==> config.mk <==
export PLATFORM = sky130hd
export DESIGN_NAME = fir_out_stage_flat
export DESIGN_NICKNAME = d
export VERILOG_FILES = /design/src/rtl/fir_pkg.sv /design/src/rtl/fir_out_stage_if.sv /design/src/rtl/fir_out_fifo.sv /design/src/rtl/fir_out_stage.sv /design/src/flat_wrapper.sv
export SDC_FILE = /design/constraint.sdc
export NUM_CORES = 1
export LEC_CHECK = 0
export ABC_CLOCK_PERIOD_IN_PS = 3600
export CORE_MARGIN = 1
export CORE_UTILIZATION = 58
export DETAILED_ROUTE_END_ITERATION = 16
export PLACE_DENSITY = 0.86
export SLEW_MARGIN = 20
export SYNTH_ARGS = -nofsm -noshare
export SYNTH_HDL_FRONTEND = slang
export SYNTH_SLANG_ARGS = --single-unit
==> constraint.sdc <==
create_clock -name clk -period 3.6 [get_ports clk]
set_input_delay 0.72 -clock clk [delete_from_list [all_inputs] [get_ports clk]]
set_output_delay 0.72 -clock clk [all_outputs]
set_load 0.02 [all_outputs]
==> src/rtl/fir_pkg.sv <==
// Shared types and Q1.15 rescale helpers for the FIR output path.
package fir_pkg;

   localparam int unsigned SAMPLE_W = 16;
   localparam int unsigned ACC_W    = 32;

   typedef logic signed [SAMPLE_W-1:0] sample_t;
   typedef logic signed [ACC_W-1:0]    acc_t;

   localparam sample_t Q15_MAX = 16'sh7FFF;
   localparam sample_t Q15_MIN = 16'sh8000;

   // Round-half-up shift done in 33 bits so the bias add cannot wrap.
   function automatic logic signed [ACC_W:0] round_shift(acc_t acc, int shift);
      logic signed [ACC_W:0] ext;
      logic signed [ACC_W:0] bias;
      ext  = 33'(acc);
      bias = 33'sd1 <<< (shift - 1);
      return (ext + bias) >>> shift;
   endfunction

   function automatic logic q15_sat(acc_t acc, int shift);
      logic signed [ACC_W:0] r;
      r = round_shift(acc, shift);
      return (r > 33'sd32767) || (r < -33'sd32768);
   endfunction

   function automatic sample_t sat_round_q15(acc_t acc, int shift);
      logic signed [ACC_W:0] r;
      r = round_shift(acc, shift);
      if (r > 33'sd32767)
         return Q15_MAX;
      else if (r < -33'sd32768)
         return Q15_MIN;
      else
         return sample_t'(r[SAMPLE_W-1:0]);
   endfunction

endpackage

==> src/rtl/fir_out_stage_if.sv <==
// Filter result input stream and valid/ready Q1.15 output stream.
interface fir_out_stage_if;
   import fir_pkg::*;

   acc_t    y_in;
   logic    y_in_valid;
   sample_t dout;
   logic    dout_valid;
   logic    dout_ready;

   modport master (
      output y_in, y_in_valid, dout_ready,
      input  dout, dout_valid
   );

   modport slave (
      input  y_in, y_in_valid, dout_ready,
      output dout, dout_valid
   );

endinterface

==> src/rtl/fir_out_fifo.sv <==
// Show-ahead circular FIFO with occupancy count and sticky overflow on dropped pushes.
module fir_out_fifo #(
   parameter  int unsigned FIFO_DEPTH = 8,
   parameter  int unsigned DATA_W     = 16,
   localparam int unsigned AW         = $clog2(FIFO_DEPTH),
   localparam int unsigned LW         = AW + 1
) (
   input  logic              clk,
   input  logic              rst,
   input  logic              push,
   input  logic [DATA_W-1:0] push_data,
   input  logic              pop_ready,
   output logic [DATA_W-1:0] data,
   output logic              valid,
   output logic [LW-1:0]     level,
   output logic              overflow
);

   logic [DATA_W-1:0] mem [FIFO_DEPTH];
   logic [AW-1:0]     wr_ptr;
   logic [AW-1:0]     rd_ptr;
   logic              full_c;
   logic              pop_c;
   logic              accept_c;
   logic [LW-1:0]     level_next_c;

   // A push into a full FIFO is still taken when the head leaves in the same cycle.
   always_comb begin
      full_c       = (level == LW'(FIFO_DEPTH));
      pop_c        = valid && pop_ready;
      accept_c     = push && (!full_c || pop_c);
      level_next_c = level;
      case ({accept_c, pop_c})
         2'b10:   level_next_c = level + LW'(1);
         2'b01:   level_next_c = level - LW'(1);
         default: level_next_c = level;
      endcase
   end

   always_ff @(posedge clk) begin
      if (rst) begin
         wr_ptr   <= '0;
         rd_ptr   <= '0;
         level    <= '0;
         valid    <= 1'b0;
         overflow <= 1'b0;
         for (int i = 0; i < int'(FIFO_DEPTH); i++)
            mem[i] <= '0;
      end else begin
         if (accept_c) begin
            mem[wr_ptr] <= push_data;
            wr_ptr      <= wr_ptr + AW'(1);
         end
         if (pop_c)
            rd_ptr <= rd_ptr + AW'(1);
         level <= level_next_c;
         valid <= (level_next_c != '0);
         if (push && !accept_c)
            overflow <= 1'b1;
      end
   end

   assign data = mem[rd_ptr];

endmodule

==> src/rtl/fir_out_stage.sv <==
// FIR output stage: Q1.15 rescale with rounding/saturation, decimation and output FIFO.
// Optional saturation counter port sat_count is built with FIR_OUT_SATCNT_EN.
module fir_out_stage
   import fir_pkg::*;
#(
   parameter int unsigned DECIM      = 1,
   parameter int unsigned SHIFT      = 7,
   parameter int unsigned FIFO_DEPTH = 8
) (
   input  logic                        clk,
   input  logic                        rst,
   fir_out_stage_if.slave              bus,
   output logic [$clog2(FIFO_DEPTH):0] fifo_level,
   output logic                        overflow
`ifdef FIR_OUT_SATCNT_EN
   ,
   output logic [15:0]                 sat_count
`endif
);

   localparam int unsigned PH_W = (DECIM > 1) ? $clog2(DECIM) : 1;

   logic [PH_W-1:0] phase;
   logic            keep_c;
   sample_t         s1_data;
   logic            s1_keep;

   assign keep_c = bus.y_in_valid && (phase == '0);

   // Phase only moves on valid samples so gaps do not disturb the decimation pattern.
   always_ff @(posedge clk) begin
      if (rst)
         phase <= '0;
      else if (bus.y_in_valid)
         phase <= (phase == PH_W'(DECIM - 1)) ? '0 : phase + PH_W'(1);
   end

   always_ff @(posedge clk) begin
      if (rst) begin
         s1_data <= '0;
         s1_keep <= 1'b0;
      end else begin
         s1_data <= sat_round_q15(bus.y_in, int'(SHIFT));
         s1_keep <= keep_c;
      end
   end

`ifdef FIR_OUT_SATCNT_EN
   logic s1_sat;

   always_ff @(posedge clk) begin
      if (rst)
         s1_sat <= 1'b0;
      else
         s1_sat <= q15_sat(bus.y_in, int'(SHIFT));
   end

   // Counts kept saturated samples, holding at the top value.
   always_ff @(posedge clk) begin
      if (rst)
         sat_count <= '0;
      else if (s1_keep && s1_sat && (sat_count != 16'hFFFF))
         sat_count <= sat_count + 16'd1;
   end
`endif

   fir_out_fifo #(
      .FIFO_DEPTH (FIFO_DEPTH),
      .DATA_W     (SAMPLE_W)
   ) u_fifo (
      .clk        (clk),
      .rst        (rst),
      .push       (s1_keep),
      .push_data  (s1_data),
      .pop_ready  (bus.dout_ready),
      .data       (bus.dout),
      .valid      (bus.dout_valid),
      .level      (fifo_level),
      .overflow   (overflow)
   );

endmodule

==> src/flat_wrapper.sv <==
// flat-port wrapper written by rule: the top's interface ports become plain ports
module fir_out_stage_flat import fir_pkg::*;
#(
   parameter int unsigned DECIM      = 1,
   parameter int unsigned SHIFT      = 7,
   parameter int unsigned FIFO_DEPTH = 8
)
  (clk, rst, fifo_level, overflow, bus_y_in, bus_y_in_valid, bus_dout_ready, bus_dout, bus_dout_valid);
  fir_out_stage_if bus_i ();
  input  logic clk;
  input  logic rst;
  output logic [$clog2(FIFO_DEPTH):0] fifo_level;
  output logic overflow;
  input wire logic [$bits(bus_i.y_in)-1:0] bus_y_in;
  input wire logic [$bits(bus_i.y_in_valid)-1:0] bus_y_in_valid;
  input wire logic [$bits(bus_i.dout_ready)-1:0] bus_dout_ready;
  output wire logic [$bits(bus_i.dout)-1:0] bus_dout;
  output wire logic [$bits(bus_i.dout_valid)-1:0] bus_dout_valid;
  assign bus_i.y_in = bus_y_in;
  assign bus_i.y_in_valid = bus_y_in_valid;
  assign bus_i.dout_ready = bus_dout_ready;
  assign bus_dout = bus_i.dout;
  assign bus_dout_valid = bus_i.dout_valid;
  fir_out_stage #(.DECIM(DECIM), .SHIFT(SHIFT), .FIFO_DEPTH(FIFO_DEPTH)) u_core (.clk(clk), .rst(rst), .bus(bus_i), .fifo_level(fifo_level), .overflow(overflow));
endmodule
* Word-level counts from Yosys, hierarchy flattened
Memories as Yosys holds them, arrays and structs flattened. A register that Yosys moved wholly into a read port is not among the register bits. Cells that the tools add are included.
Word-level totals: word-level logic and storage cells 46, bits in registers 30, bits in writable memories 128, memories 1, bits of input ports 36, output and inout bits 22
Cells by class: bitwise logic cells 1, $add $sub $neg 6, reductions and logical operators 10, equal/unequal tests 3, order comparisons 2, multiplexer cells 14
Memory list:
- u_core.u_fifo.mem | depth 8, bits a word 16, read ports 1, clocked after memory_dff 1, wr ports 8, line fir_out_fifo.sv:19 | logic [DATA_W-1:0] mem [FIFO_DEPTH];
Operators by type and width (number):
- $add 32x8->33 const B | 1
- $mux 16 | 2
- $gt 26x16->1 const B | 1
- $lt 26x16->1 const B | 1
- $reduce_or 16->1 | 1
- $mux 15 | 1
- $mux 3 | 3
- $pmux 4 s2 | 1
- $mux 1 | 7
- $add 3x1->3 const B | 2
- $add 4x1->4 const B | 1
- $eq 4x4->1 const B | 1
- $logic_and 1x1->1 | 4
- $reduce_bool 4->1 | 1
- $sub 4x1->4 const B | 1
- $eq 2x1->1 const B | 1
- $eq 2x2->1 const B | 1
- $logic_not 1->1 | 2
- $reduce_or 2->1 | 1
- $add 1x1->1 const B | 1
- $logic_or 1x1->1 | 1
- $not 1->1 | 1

* Depth between registers and ports, before layout
depth after elaboration 9, gate-level depth with buffers 12, depth with buffers taken out 11

* By module
Synthesis repeated with hierarchy kept, for this count alone.
Second synthesis, totals: cells, all modules 558, area total of the unflattened synthesis 7596.0 µm²
Modules (own cells, without submodules):
- fir_out_fifo | sequential area each 4144.0 µm², area an instance 6392.4 µm², instances 1, cells an instance 411
- fir_out_stage | sequential area each 340.3 µm², area an instance 1203.7 µm², instances 1, cells an instance 147

* Worst setup path after synthesis
Ideal clock, no wire load.
path kind input to register, start input port bus_y_in[10], end register u_core.s1_data[10], path slack 0.830 ns, arrival 2.638 ns, cell stages on the path 8, setup time 0.132 ns, path buffers 2, required time 3.468 ns, cell sequence nand4_2 > or4_1 > buf_2 > o32a_1 > or3_4 > o21ai_4 > buf_6 > a31oi_1
On the way: word-level cells in the longest chain between the ends 4, elaborated cells on any way between the ends 5, classes of those cells add/sub: 1; order compare: 2; mux: 2
RTL lines:
- from (decl) | line flat_wrapper.sv:14 | input wire logic [$bits(bus_i.y_in)-1:0] bus_y_in;
- $add 32x8->33 * | line fir_pkg.sv:19 | return (ext + bias) >>> shift;
- $lt 26x16->1 | line fir_pkg.sv:33 | else if (r < -33'sd32768)
- $mux 16 | line fir_pkg.sv:33
- $mux 15 * | line fir_pkg.sv:31 | if (r > 33'sd32767)
- to (signal assigned) | line fir_out_stage.sv:43 | s1_data <= sat_round_q15(bus.y_in, int'(SHIFT));
- to (decl) | line fir_out_stage.sv:25 | sample_t s1_data;
Every way passes the cells marked *; elsewhere a longest branch is shown, timed or not. A chain may end at the register's enable or synchronous reset.

==> summary.md <==
| Metric | Value |
|---|---|
| Status | `finished clean` |
| Post-layout util | `0.699` |
| Xor and xnor area share after synthesis | `0.0294` |
| Final period util | `0.879` |
| Hold Path Class | `flop to flop` |
| Final setup fails | `0` |
| Clk root buf | `clkbuf_16` |
| Non-filler cells, final | `784` |
| Antenna Nets Post-Route | `0` |
| Multiplexer share of the synthesized area | `0.125` |
| Worst Reg-to-Reg Cells | `11` |
| Placed Cells | `roughly 750` |
| Worst reg2reg startpoint | `u_core.u_fifo.valid` |
| Clock tree from TritonCTS | `yes` |
| Maxcap violations | `0` |
| CTS sink cnt | `160` |
| CTS clk-pin slew, worst paths | `0.06 ns` |
| TritonCTS buffer count | `17` |
| Rows | `41` |
| DRC errors left | `0` |
| Critical Path Start Type | `flop` |
| Share of cells above drive strength 1 | `0.181` |
| Max Clock Freq | `~320 MHz` |
| Starting DRT DRC Count | `364` |
| Min-delay src | `u_core.u_fifo.overflow` |
| Dominant cell type by area after synthesis | `edfxtp_1` |
| Final setup TNS | `0 ns` |
| Core area | `0.0126 sq mm` |
| Initial Util | `0.592` |
| Hpwl dp | `9620 um` |
| Hold_ws | `between 0.4 and 0.5 ns` |
| R2r endpoint | `u_core.u_fifo.valid` |
| Unrepaired setup endpoints after global routing | `false` |
| # IOs | `58` |
| CP endpoint kind | `output port` |
| YS warnings | `0` |
| CP max stage delay | `0.56 ns` |
| Post-synthesis async set-or-reset flop share | `0` |
| Flop2flop setup slack | `1.02 ns` |
| Max_slew headroom | `0.615` |
| Hold Path End | `u_core.u_fifo.overflow` |
| Wire per inst | `20.6 um` |
| Drt first pass iters | `5` |
| Synthesized Nets | `578` |
| PD cells | `537 mW/mm^2` |
| Fin crit period | `3.17 ns` |
| Sequential fraction of the synthesis area | `0.602` |
| WP buf/inv | `2` |
| Compound-cell area share of the yosys netlist | `0.0370` |
| Clk_lat worst skew | `0.43 ns` |
| Worst-path maximum fanout | `32` |
| Critical path required time | `2.88 ns` |
| Initial antenna violation count | `0` |
| GRT Total Usage | `0.258` |
| Gpl congestion | `just under 0.8` |
| Clk_skew | `approximately 0.0080 ns` |
| CP Class | `flop to output port` |
| Crit path max-delay family | `multiplexers` |
| Number of global-route vias before repair | `approximately 4,700` |
| Via-per-instance ratio | `5.96` |
| P&R area growth vs syn | `17.9%` |
| Max rail drop VDD | `344 uV` |
| EDFF count, synth | `around 130` |
| Grt total ovfl | `0` |
| Most common cell in the netlist | `and2_1` |
| Pleak | `3.17 nW` |
| CP Cell Sequence | `buf_12 > mux4_2 > mux2_2 > clkdlybuf4s50_1` |
| Largest net degree at the start of global routing | `33` |
| Post-synth top cells | `and2_1 (129), edfxtp_1 (128), dfxtp_1 (32), mux4_2 (32), nor2_1 (23)` |
| Worst path slowest cell | `mux4_2` |
| Cell variety after synth | `48` |
| First-pass GRT wire length | `between 20,000 and 25,000 um` |
| Die ar. | `0.0133 sq mm` |
| ANT cells | `0` |
| Yosys top cell area share | `0.516` |
| Clk buf depth | `2` |
| Syn Inst Count | `536` |
| Most used DFF post-synth | `edfxtp_1` |
| Die Y | `115 um` |
| Die Wd | `between 100 and 150 um` |
| Largest family of logic cells by synthesized area | `simple AND/OR/NAND/NOR gates` |
| Fin nets | `641` |
| WP data arrival | `2.45 ns` |
| Synth top area cells | `edfxtp_1 (52%), and2_1 (11%), mux4_2 (9.7%), dfxtp_1 (8.6%), mux2_2 (2.4%)` |
| Measured slew at the worst slew-check pin | `0.577 ns` |
| Setup bufs post-CTS | `0` |
| # resized after CTS | `0` |
| Post-synthesis simple-gate area fraction | `0.179` |
| Avg Cell Area, Syn | `13.9 sq um` |
| Vias | `4,676` |
| H-tree depth | `4` |
| Slew Viols, Final | `0` |
| Post-Route WL | `around 16,000 um` |
| Seq cells post-synth | `160` |
| I/O Buffers | `51` |
| Post-CTS Hold Fix Bufs | `0` |
| Worst Hold Depth | `2` |
| Adder-cell share of the synthesized area | `0.0111` |
| Final Hold Fails | `0` |
| Synth Cell Area | `~0.0074 sq mm` |
[worst reg2reg max path, cell delays in order (launching register included)]
cell      delay (ns)
dfxtp_1         0.34
and2_1          0.35
nand2b_1        0.18
inv_1           0.13
ha_1            0.24
a21o_1          0.16
a21oi_1         0.18
nor3_1          0.06
a21o_1          0.18
xnor2_1         0.13
nor2_1          0.07
or4_1           0.42
[power breakdown]
group          switching (mW)  internal [mW]  leakage (nW)
clock network           0.699           1.00         0.278
registers              0.0768           2.10          1.59
logic                   0.414          0.429          1.30
[worst max path at each step]
stage,start,end,depth (start not counted)
6_report,flop,bus_dout[9],4
5_1_grt,flop,bus_dout[9],4
4_1_cts,flop,bus_dout[3],4
3_5_place_dp,bus_y_in[11],u_core.s1_data[10],9
3_3_place_gp,bus_y_in[11],u_core.s1_data[10],9
2_1_floorplan,bus_y_in[10],u_core.s1_data[10],8
[placed cells by master (no fill, tap or decap), types with 3 or more instances in the layout]
| cell | synthesis | layout |
|---|---|---|
| a31oi_1 | 14 | 14 |
| clkbuf_16 | 0 | 19 |
| ha_1 | 5 | 5 |
| nor3_1 | 8 | 8 |
| mux4_2 | 32 | 32 |
| nand2b_1 | 5 | 5 |
| buf_4 | 0 | 17 |
| nand3_1 | 12 | 12 |
| inv_1 | 5 | 5 |
| xnor2_1 | 12 | 12 |
| edfxtp_1 | 128 | 128 |
| nand2_1 | 13 | 13 |
| or2_2 | 8 | 8 |
| mux2i_1 | 3 | 3 |
| nor2_1 | 23 | 23 |
| or3_1 | 5 | 5 |
| and3_1 | 4 | 4 |
| a21oi_1 | 6 | 6 |
| nor4_1 | 3 | 3 |
| clkdlybuf4s50_1 | 0 | 51 |
| mux2_2 | 16 | 16 |
| a21o_1 | 3 | 3 |
| xor2_1 | 13 | 13 |
| and2_1 | 129 | 129 |
| clkbuf_1 | 18 | 4 |
| nand4_1 | 6 | 6 |
| dfxtp_1 | 32 | 31 |
[flip-flops by register name, indices dropped and copies added (netlist names), named ones only]
register                flops
u_core.s1_data             16
u_core.s1_keep              1
u_core.u_fifo.level         4
u_core.u_fifo.mem         128
u_core.u_fifo.overflow      1
u_core.u_fifo.rd_ptr        3
u_core.u_fifo.valid         1
u_core.u_fifo.wr_ptr        3
[routing by layer]
metal,track usage,up-vias,part of all wire
met1,0.293,2314,0.38
met2,0.467,216,0.54
met5,0,-,0
li1,-,2113,-
met4,0.120,0,0.021
met3,0.0554,33,0.062
[logic make-up after synthesis]
family / after synthesis
fa+ha+maj: 6
flops: 160
compound gates: 37
xor+xnor: 25
simple gates: 227
mux: 51
buf+inv: 30
[final cells by class]
| cell class | instances | area (sq um) |
|---|---|---|
| clock inverters | 7 | 47.5 |
| repair buffers | 69 | 658 |
| multi-input cells | 346 | 2840 |
| well taps | 172 | 215 |
| inverters | 5 | 18.8 |
| clock buffers | 25 | 518 |
| fillers | 810 | 3790 |
| flip-flops and latches | 160 | 4490 |
[stage by stage]
step	setup slack, ns	power [mW]	area, sq um
2_1_floorplan	0.830	2.73	7440
3_3_place_gp	0.157	3.01	8220
3_5_place_dp	0.0925	3.05	8220
4_1_cts	0.399	4.73	8780
5_1_grt	0.355	4.86	8780
6_report	0.434	4.72	8780
Power figures use the tool's default switching activity.
